==> config.mk <==
export PLATFORM = sky130hd
export DESIGN_NAME = kit_io_bridge
export DESIGN_NICKNAME = d
export VERILOG_FILES = /design/src/rtl/kit_io_bridge.sv
export SDC_FILE = /design/constraint.sdc
export NUM_CORES = 1
export LEC_CHECK = 0
export ABC_AREA = 0
export CORE_MARGIN = 2
export CORE_UTILIZATION = 60
export CTS_CLUSTER_SIZE = 12
export DETAILED_ROUTE_END_ITERATION = 8
export PLACE_DENSITY = 0.84
export SKIP_LAST_GASP = 1
export SLEW_MARGIN = 25
export SYNTH_ARGS = -nofsm -noshare
export SYNTH_HDL_FRONTEND = slang
export SYNTH_SLANG_ARGS = --single-unit
==> constraint.sdc <==
create_clock -name clock -period 14.64 [get_ports clock]
set_input_delay 2.928 -clock clock [delete_from_list [all_inputs] [get_ports clock]]
set_output_delay 2.928 -clock clock [all_outputs]
set_load 0.02 [all_outputs]
==> src/rtl/kit_io_bridge.sv <==
// rtl/kit_io_bridge.sv - CPU bus bridge decoding RAM and an I/O page (LED, keyboard, VGA FIFO, status).
// Optional KIT_BUS_TIMEOUT_EN: VGA stall timeout with cpu_err and a sticky status bit.
module kit_io_bridge #(
    parameter int                DATA_W      = 16,
    parameter int                ADDR_W      = 16,
    parameter logic [ADDR_W-1:0] IO_BASE     = 16'hFF00,
    parameter int                RAM_WAIT    = 1,
    parameter int                VGA_DEPTH   = 8,
    parameter int                TIMEOUT_CYC = 255
) (
    input  logic              clock,
    input  logic              reset,
    input  logic              cpu_req,
    input  logic              cpu_rw,
    input  logic [ADDR_W-1:0] cpu_addr,
    input  logic [DATA_W-1:0] cpu_wdata,
    output logic [DATA_W-1:0] cpu_rdata,
    output logic              cpu_ack,
    output logic              cpu_err,
    output logic [ADDR_W-1:0] ram_addr,
    output logic [DATA_W-1:0] ram_wdata,
    output logic              ram_we,
    input  logic [DATA_W-1:0] ram_rdata,
    input  logic              kbd_strobe,
    input  logic [7:0]        kbd_code,
    output logic              vga_valid,
    input  logic              vga_ready,
    output logic [DATA_W-1:0] vga_pos,
    output logic [DATA_W-1:0] vga_char,
    output logic [DATA_W-1:0] leds
);

    localparam int PTR_W  = $clog2(VGA_DEPTH);
    localparam int CNT_W  = PTR_W + 1;
    localparam int WAIT_W = $clog2(RAM_WAIT + 1);
    localparam int TMO_W  = $clog2(TIMEOUT_CYC + 1);

`ifdef KIT_BUS_TIMEOUT_EN
    localparam bit TMO_EN = 1'b1;
`else
    localparam bit TMO_EN = 1'b0;
`endif

    localparam logic [7:0] OFF_LED    = 8'd0;
    localparam logic [7:0] OFF_KBD    = 8'd1;
    localparam logic [7:0] OFF_POS    = 8'd2;
    localparam logic [7:0] OFF_CHAR   = 8'd3;
    localparam logic [7:0] OFF_STATUS = 8'd4;

    typedef enum logic [1:0] {
        S_IDLE      = 2'd0,
        S_RAM_WAIT  = 2'd1,
        S_IO_ACK    = 2'd2,
        S_VGA_STALL = 2'd3
    } state_t;

    state_t state, state_n;

    logic [WAIT_W-1:0] wait_cnt;
    logic [TMO_W-1:0]  tmo_cnt;
    logic              tmo_sticky;
    logic [DATA_W-1:0] pos_q;
    logic [7:0]        kbd_q;
    logic              kbd_valid;

    logic [DATA_W-1:0] fifo_pos  [VGA_DEPTH];
    logic [DATA_W-1:0] fifo_char [VGA_DEPTH];
    logic [PTR_W-1:0]  wr_ptr, rd_ptr;
    logic [CNT_W-1:0]  fifo_cnt;
    logic              full, empty, push, pop;

    logic              is_io;
    logic [7:0]        io_off;
    logic [DATA_W-1:0] io_rdata, status;
    logic              wait_done, tmo_hit;

    logic              ack_n, err_n, ram_load, io_acc, tmo_set;
    logic [DATA_W-1:0] rdata_n;
    logic              led_wr, pos_wr, kbd_rd, stat_rd;

    assign is_io     = (cpu_addr[ADDR_W-1:8] == IO_BASE[ADDR_W-1:8]);
    assign io_off    = cpu_addr[7:0];
    assign full      = (fifo_cnt == CNT_W'(VGA_DEPTH));
    assign empty     = (fifo_cnt == '0);
    assign vga_valid = !empty;
    assign vga_pos   = fifo_pos[rd_ptr];
    assign vga_char  = fifo_char[rd_ptr];
    assign pop       = vga_valid && vga_ready;
    assign wait_done = (wait_cnt == WAIT_W'(RAM_WAIT - 1));
    assign tmo_hit   = TMO_EN && (tmo_cnt == TMO_W'(TIMEOUT_CYC - 1));

    assign led_wr  = io_acc &&  cpu_rw && (io_off == OFF_LED);
    assign pos_wr  = io_acc &&  cpu_rw && (io_off == OFF_POS);
    assign kbd_rd  = io_acc && !cpu_rw && (io_off == OFF_KBD);
    assign stat_rd = io_acc && !cpu_rw && (io_off == OFF_STATUS);

    always_comb begin
        status = '0;
        status[0] = full;
        status[1] = empty;
        status[2] = kbd_valid;
        status[3] = tmo_sticky;
        status[4 +: CNT_W] = fifo_cnt;
    end

    always_comb begin
        io_rdata = '0;
        case (io_off)
            OFF_LED:    io_rdata = leds;
            OFF_KBD:    io_rdata = DATA_W'(kbd_q);
            OFF_POS:    io_rdata = pos_q;
            OFF_STATUS: io_rdata = status;
            default:    io_rdata = '0;
        endcase
    end

    // A new request is taken only while cpu_ack is low, so a held cpu_req is not re-accepted.
    always_comb begin
        state_n  = state;
        ack_n    = 1'b0;
        err_n    = 1'b0;
        rdata_n  = cpu_rdata;
        ram_load = 1'b0;
        io_acc   = 1'b0;
        push     = 1'b0;
        tmo_set  = 1'b0;
        case (state)
            S_IDLE: begin
                if (cpu_req && !cpu_ack) begin
                    if (!is_io) begin
                        state_n  = S_RAM_WAIT;
                        ram_load = 1'b1;
                    end else if (cpu_rw && (io_off == OFF_CHAR) && full) begin
                        state_n = S_VGA_STALL;
                    end else begin
                        state_n = S_IO_ACK;
                        ack_n   = 1'b1;
                        io_acc  = 1'b1;
                        if (!cpu_rw) rdata_n = io_rdata;
                        if (cpu_rw && (io_off == OFF_CHAR)) push = 1'b1;
                    end
                end
            end
            S_RAM_WAIT: begin
                if (wait_done) begin
                    state_n = S_IDLE;
                    ack_n   = 1'b1;
                    if (!cpu_rw) rdata_n = ram_rdata;
                end
            end
            S_IO_ACK: state_n = S_IDLE;
            S_VGA_STALL: begin
                // full is registered: a pop in this cycle frees the slot for the next one.
                if (!full) begin
                    push    = 1'b1;
                    ack_n   = 1'b1;
                    state_n = S_IO_ACK;
                end else if (tmo_hit) begin
                    ack_n   = 1'b1;
                    err_n   = 1'b1;
                    tmo_set = 1'b1;
                    state_n = S_IO_ACK;
                end
            end
            default: state_n = S_IDLE;
        endcase
    end

    always_ff @(posedge clock) begin
        if (reset) begin
            state      <= S_IDLE;
            cpu_ack    <= 1'b0;
            cpu_err    <= 1'b0;
            cpu_rdata  <= '0;
            ram_addr   <= '0;
            ram_wdata  <= '0;
            ram_we     <= 1'b0;
            wait_cnt   <= '0;
            tmo_cnt    <= '0;
            tmo_sticky <= 1'b0;
            leds       <= '0;
            pos_q      <= '0;
            kbd_q      <= '0;
            kbd_valid  <= 1'b0;
        end else begin
            state     <= state_n;
            cpu_ack   <= ack_n;
            cpu_err   <= err_n;
            cpu_rdata <= rdata_n;
            ram_we    <= ram_load && cpu_rw;
            if (ram_load) begin
                ram_addr  <= cpu_addr;
                ram_wdata <= cpu_wdata;
            end
            wait_cnt <= (state == S_RAM_WAIT) ? wait_cnt + 1'b1 : '0;
            tmo_cnt  <= (state == S_VGA_STALL) ? tmo_cnt + 1'b1 : '0;
            if (tmo_set) begin
                tmo_sticky <= 1'b1;
            end else if (stat_rd) begin
                tmo_sticky <= 1'b0;
            end
            if (led_wr) leds  <= cpu_wdata;
            if (pos_wr) pos_q <= cpu_wdata;
            // A strobe on the same edge as a keyboard read keeps the new key pending.
            if (kbd_strobe) begin
                kbd_q     <= kbd_code;
                kbd_valid <= 1'b1;
            end else if (kbd_rd) begin
                kbd_valid <= 1'b0;
            end
        end
    end

    always_ff @(posedge clock) begin
        if (reset) begin
            wr_ptr   <= '0;
            rd_ptr   <= '0;
            fifo_cnt <= '0;
        end else begin
            if (push) wr_ptr <= wr_ptr + 1'b1;
            if (pop)  rd_ptr <= rd_ptr + 1'b1;
            case ({push, pop})
                2'b10:   fifo_cnt <= fifo_cnt + 1'b1;
                2'b01:   fifo_cnt <= fifo_cnt - 1'b1;
                default: fifo_cnt <= fifo_cnt;
            endcase
        end
    end

    always_ff @(posedge clock) begin
        if (push) begin
            fifo_pos[wr_ptr]  <= pos_q;
            fifo_char[wr_ptr] <= cpu_wdata;
        end
    end

endmodule
==> results_dict.tcl, run 1 <==
set metrics [dict create \
    drtAntennaViolNets 0 \
    ir_worst_vdd_mv 0.140 \
    diodes 0 \
    r2r_slack_ps 11430 \
    met3_usage_pct 6.43 \
    area_growth_pct 22.1 \
    post-route-period-util_pct 42.0 \
    htreeDepth 2 \
    rr_worst_depth 8 \
    postSynthAreaPerCell_sq_um 15.5 \
    hold_path_startpoint "ram_wdata[5]$_SDFFE_PP0P_" \
    startpoint_type "flop" \
    min-delay-path-class "flop to flop" \
    worst-path-max-fanout 53 \
    dp.final_hpwl_mm 21.1 \
    status "finished, final reports clean" \
    drtIter0Drc 848 \
    overflow 0 \
    drive_gt1_share_pct 18.1 \
    slew_violations 0 \
    rows 56 \
    die_x_um 159 \
    dieHeight_um 159 \
    tns_ps 0 \
    wl_mm 35.1 \
    async_reset_ff_share_pct 0 \
    p_leak_nw 6.12 \
    start_util_pct 61.4 \
    post_drt_wl_per_cell_um 24.3 \
    mostFrequentLayoutCells "edfxtp_1 (256), clkdlybuf4s50_1 (159), nand2_1 (121)" \
    syn_area_sq_mm 0.0145 \
    reg2reg_to "fifo_pos[3][13]$_DFFE_PP_" \
    holdPathStages 2 \
    cp-end-kind "output pin" \
    clockBufferDepth 3 \
    maxSlewHeadroom_pct 28.6 \
    clkTransAtPathRegs_ps 60 \
    synthCells 934 \
    pwr_density_cell_mw_per_mm2 142 \
    synth.area.top_cells "edfxtp_1 (53%), dfxtp_1 (15%), mux4_2 (9.9%), mux2i_1 (3.5%), mux2_2 (3.3%)" \
    grt_pass1_vias 9337 \
    synth_seq_cells 363 \
    design.core.area_sq_mm 0.0236 \
    ys.flop_type "edfxtp_1" \
    setup.worst_path.class "flop to output pin" \
    cts_tree "built" \
    grt_pass1_wl_mm 53.9 \
    synth_edf_count 256 \
    crit_arrival_ps 3220 \
    reg2reg_from "state[0]$_SDFFE_PP0P_" \
    endpoint "vga_pos[1]" \
    busiest_layer "met2" \
    viasPerCell 6.22 \
    gp_congestion 0.830 \
    track_usage_pct 27.8 \
    fillers 1362 \
    ys_types 60 \
    final-setup-viol-count 0 \
    vias 8982 \
    cts_resized 0 \
    use_met2_pct 46.6 \
    nets 1169 \
    root_buffer "clkbuf_16" \
    hold_viol 0 \
    yosysTopAreaCell "edfxtp_1" \
    drc 0 \
    rsz0062_at_grt "no" \
    synth-seq-area-share_pct 67.9 \
    syn_nets 1006 \
    cts_made_buffers 38 \
    min_period_ps 6150 \
    dr.pass1.iters 5 \
    setup_slack_ps 8490 \
    clk_latency_ps 520 \
    io-pin-count 162 \
    layout_commonest_cell "edfxtp_1" \
    required_ps 11710 \
    io_buffers 160 \
    post-place-ws_ps 8040 \
    synth.top_cell.area_share_pct 53.1 \
    dieArea_sq_mm 0.0254 \
    cts_hold_buf 0 \
    max_freq_ghz 0.163 \
    yosys_warnings 0 \
    post_cts_buffers 0 \
    clkSinkCount 363 \
    antenna_found_initial 0 \
    grtUsageMet1_pct 35.6 \
    cap_violations 0 \
    grt_max_degree 71 \
    tightestPinTransition_ps 1070 \
    finClkSkew_ps 13.5 \
]
-- metal layers --
metal / part of all wire (%) / vias to the layer above
li1: - / 3917
met1: 37 / 4448
met2: 50 / 536
met3: 8.8 / 81
met4: 3.6 / 0
met5: 0 / -
-- state kept, by name, summed over array words and instances (netlist names), 2 cells and up, named ones only --
signal     cells
state          2
kbd_q          8
wr_ptr         3
ram_addr      16
fifo_pos     128
fifo_char    128
leds          16
cpu_rdata     16
rd_ptr         3
ram_wdata     16
fifo_cnt       4
pos_q         16
-- worst min-delay path by stage --
stage	end
after floorplan	kbd_valid$_SDFFE_PP0P_
after global placement	ram_wdata[11]$_SDFFE_PP0P_
after detailed placement	ram_wdata[5]$_SDFFE_PP0P_
after CTS	ram_wdata[5]$_SDFFE_PP0P_
after global routing	ram_addr[11]$_SDFFE_PP0P_
final	ram_wdata[5]$_SDFFE_PP0P_
-- synthesized netlist by cell type (6+ instances only) --
library cell,n
a21oi_1,47
nand2b_1,7
clkbuf_1,48
a22oi_1,9
inv_1,8
dfxtp_1,107
nor3b_1,6
o21ai_0,15
mux4_2,64
o31ai_1,17
nor2_1,21
nand2_1,121
buf_2,7
edfxtp_1,256
mux2i_1,51
mux2_2,43
ha_1,10
a31oi_1,9
-- cells by family after synthesis --
kind of cell	after synthesis	synth area share, %
DFF	363	67.9
xor gates and xnor gates	5	0.302
AOI/OAI and AO/OA	122	5.30
buffers and inverters	71	1.98
adders and majority gates	11	0.933
other	1	0.0259
muxes	158	16.8
and+or+nand+nor	203	6.79
-- worst max-delay path, cell delays in order, from the launching register on --
cell and delay [ps]:
dfxtp_4 500, buf_6 620, mux4_2 630, mux2_2 340, clkdlybuf4s50_1 560
-- metrics by stage --
stage / hold slack (ps) / area [sq um] / std cells / power, mW / util [%]
2_1_floorplan: 443 / 14500 / 934 / 1.44 / -
3_3_place_gp: 441 / 16500 / 1376 / 1.61 / 69.8
3_5_place_dp: 447 / 16500 / 1376 / 1.62 / 69.9
4_1_cts: 455 / 17700 / 1443 / 2.52 / 74.9
5_1_grt: 473 / 17700 / 1443 / 2.60 / 74.9
6_report: 451 / 17700 / 1443 / 2.51 / 74.9
-- cell type report --
class	instances	area (sq um)	area share, %
clock buffers	61	1150	6.51
clock inverters	6	30.0	0.170
inverters	9	33.8	0.191
multi-input cells	500	4450	25.2
flip-flops and latches	363	9830	55.6
well taps	319	399	2.26
repair buffers	185	1790	10.1
-- power breakdown --
part	internal, mW	switching [mW]
clock	0.538	0.376
sequential	1.13	0.0309
combinational	0.199	0.236
total	1.87	0.644
(Power assumes the default switching activity.)
==> run 2, diff against run 1 <==
CORE_UTILIZATION = 51   (was 60)
PLACE_DENSITY = 0.76   (was 0.84)
clock period = 5.5 ns   (was 14.64 ns; I/O delays follow)
==> run 2 against run 1 <==
Net effect: combinational power rose to 2.6 times the previous value; clock power rose to 2.6 times the previous value; first-iteration DRC count fell by 3.7%; register-to-register slack got worse by 8900 ps; clock-buffer cell count did not move; non-clock buffer count rose by 8; routed wire length fell by 4.5%; sequential share of layout area fell by 0.25 points.
==> results_dict.tcl, run 2 (same netlist as run 1, synthesis figures left out) <==
set metrics [dict create \
    instances_no_fill 1511 \
    reg2reg_from "state[0]$_SDFFE_PP0P_" \
    fillers 1986 \
    seqPwrFrac_pct 47.2 \
    tightestPinTransition_ps 1020 \
    combPwrFrac_pct 17.3 \
    dr.pass1.iters 7 \
    root_buffer "clkbuf_16" \
    track_usage_pct 22.5 \
    p_leak_nw 6.19 \
    swShare_pct 25.6 \
    htreeDepth 2 \
    area_growth_pct 22.7 \
    setup.worst_path.class "flop to output pin" \
    clkTransAtPathRegs_ps 60 \
    grt_max_degree 57 \
    dp.final_hpwl_mm 21.4 \
    io-pin-count 162 \
    min-delay-path-class "flop to flop" \
    crit_arrival_ps 3080 \
    clk_latency_ps 520 \
    grt_pass1_wl_mm 51.8 \
    cp-end-kind "output pin" \
    antenna_found_initial 0 \
    min_period_ps 4180 \
    cts_made_buffers 38 \
    gp_congestion 0.852 \
    cts_tree "built" \
    worstPathCellList "buf_4 > mux4_2 > mux2_2 > clkdlybuf4s50_1" \
    clockBufferDepth 3 \
    multi_input_area_sq_mm 0.00445 \
    mostFrequentLayoutCells "edfxtp_1 (256), clkdlybuf4s50_1 (159), nand2_1 (121)" \
    nets 1177 \
    hold_viol 0 \
    cts_hold_buf 0 \
    hold_path_startpoint "ram_wdata[11]$_SDFFE_PP0P_" \
    drtIter0Drc 817 \
    dp_cells 1443 \
    cts_resized 0 \
    crit_slowest_cell "dfxtp_4" \
    finish.utilization_pct 63.8 \
    post_cts_buffers 0 \
    drive_gt1_share_pct 18.8 \
    hold_slack_ps 457 \
    layout_commonest_cell "edfxtp_1" \
    reg2reg_to "fifo_cnt[2]$_SDFFE_PP0P_" \
    top_regs "fifo_char: 128 flops, fifo_pos: 128 flops" \
    max_freq_ghz 0.239 \
    rows 61 \
    dieArea_sq_mm 0.0298 \
    io_buffers 160 \
    viasPerCell 5.78 \
    clkSinkCount 363 \
    post_drt_wl_per_cell_um 22.2 \
    pwr_density_cell_mw_per_mm2 372 \
    startpoint_type "flop" \
    grt_pass1_vias 8929 \
    cpPeakStageDelay_ps 780 \
    finClkSkew_ps 10.8 \
    diodes 0 \
    seqCellArea_sq_mm 0.00983 \
    die_x_um 173 \
    design.core.area_sq_mm 0.0279 \
    p_int_mw 4.92 \
    rr_worst_depth 13 \
    maxSlewHeadroom_pct 31.7 \
    final-setup-viol-count 0 \
    post-route-period-util_pct 76.0 \
    start_util_pct 52.0 \
    cap_violations 0 \
    dieHeight_um 173 \
    clkPwrFrac_pct 35.6 \
    required_ps 4400 \
    wl_mm 33.5 \
    rsz0062_at_grt "no" \
    status "finished, final reports clean" \
    worst-path-max-fanout 32 \
    drc 0 \
    r2r_slack_ps 2520 \
    totalPowerFinal_mw 6.61 \
    ir_worst_vdd_mv 0.289 \
    vias 8741 \
    min_to "ram_wdata[11]$_SDFFE_PP0P_" \
    holdPathStages 2 \
    p_sw_mw 1.69 \
    overflow 0 \
    slew_violations 0 \
    drtAntennaViolNets 0 \
    tns_ps 0 \
]
## run 2: cell types whose count changed in the layout (fill, tap and decap cells not counted), moves of 2 or more
cell,previous run,this run
clkbuf_1,15,18
buf_4,24,33
clkinv_2,2,5
clkbuf_16,41,39
clkinv_1,3,1
## run 2: how the worst max path moves through the flow
stage | start | endpoint | slack, ps | depth (start not counted)
2_1_floorplan | cpu_addr[3] | fifo_char[1][0]$_DFFE_PP_ | -740 | 5
3_3_place_gp | cpu_addr[3] | fifo_cnt[2]$_SDFFE_PP0P_ | 1310 | 12
3_5_place_dp | cpu_addr[3] | fifo_cnt[2]$_SDFFE_PP0P_ | 1270 | 12
4_1_cts | flop | vga_pos[2] | 1240 | 4
5_1_grt | flop | vga_pos[2] | 1130 | 4
6_report | flop | vga_pos[2] | 1320 | 4
## run 2: layout make-up
type                       instances  area share [%]
sequential                       363            55.3
multi-input combinational        500            25.0
timing repair buffer             193            10.4
clock buffer                      61            6.18
tap                              378            2.66
clock inverter                     7           0.211
inverter                           9           0.190
## run 2: power by group through the flow
stage,sequential [mW],clock (mW),combinational (mW)
2_1_floorplan,3.20,0,0.629
3_3_place_gp,3.17,0,1.13
3_5_place_dp,3.17,0,1.14
4_1_cts,3.12,2.39,1.15
5_1_grt,3.13,2.49,1.22
6_report,3.12,2.35,1.14
## run 2: worst max-delay path, delay by kind of cell (launching register included)
kind	cells	cell delay, ps
DFF	1	780
buffers and inverters	2	930
muxes	2	840
## run 2: per-stage QoR
stage	setup WS, ps	area, sq um
4_1_cts	1240	17800
3_3_place_gp	1310	16600
5_1_grt	1130	17800
6_report	1320	17800
3_5_place_dp	1270	16600
2_1_floorplan	-743	14500
## run 2: metal layers
| layer | wire, um | vias up | part of all wire (%) | GRT usage, % |
|---|---|---|---|---|
| li1 | - | 3936 | - | - |
| met4 | 1010 | 0 | 3.0 | 8.05 |
| met5 | 0 | - | 0 | 0 |
| met1 | 13900 | 4394 | 41 | 30.2 |
| met2 | 16300 | 347 | 49 | 36.5 |
| met3 | 2320 | 64 | 6.9 | 4.77 |
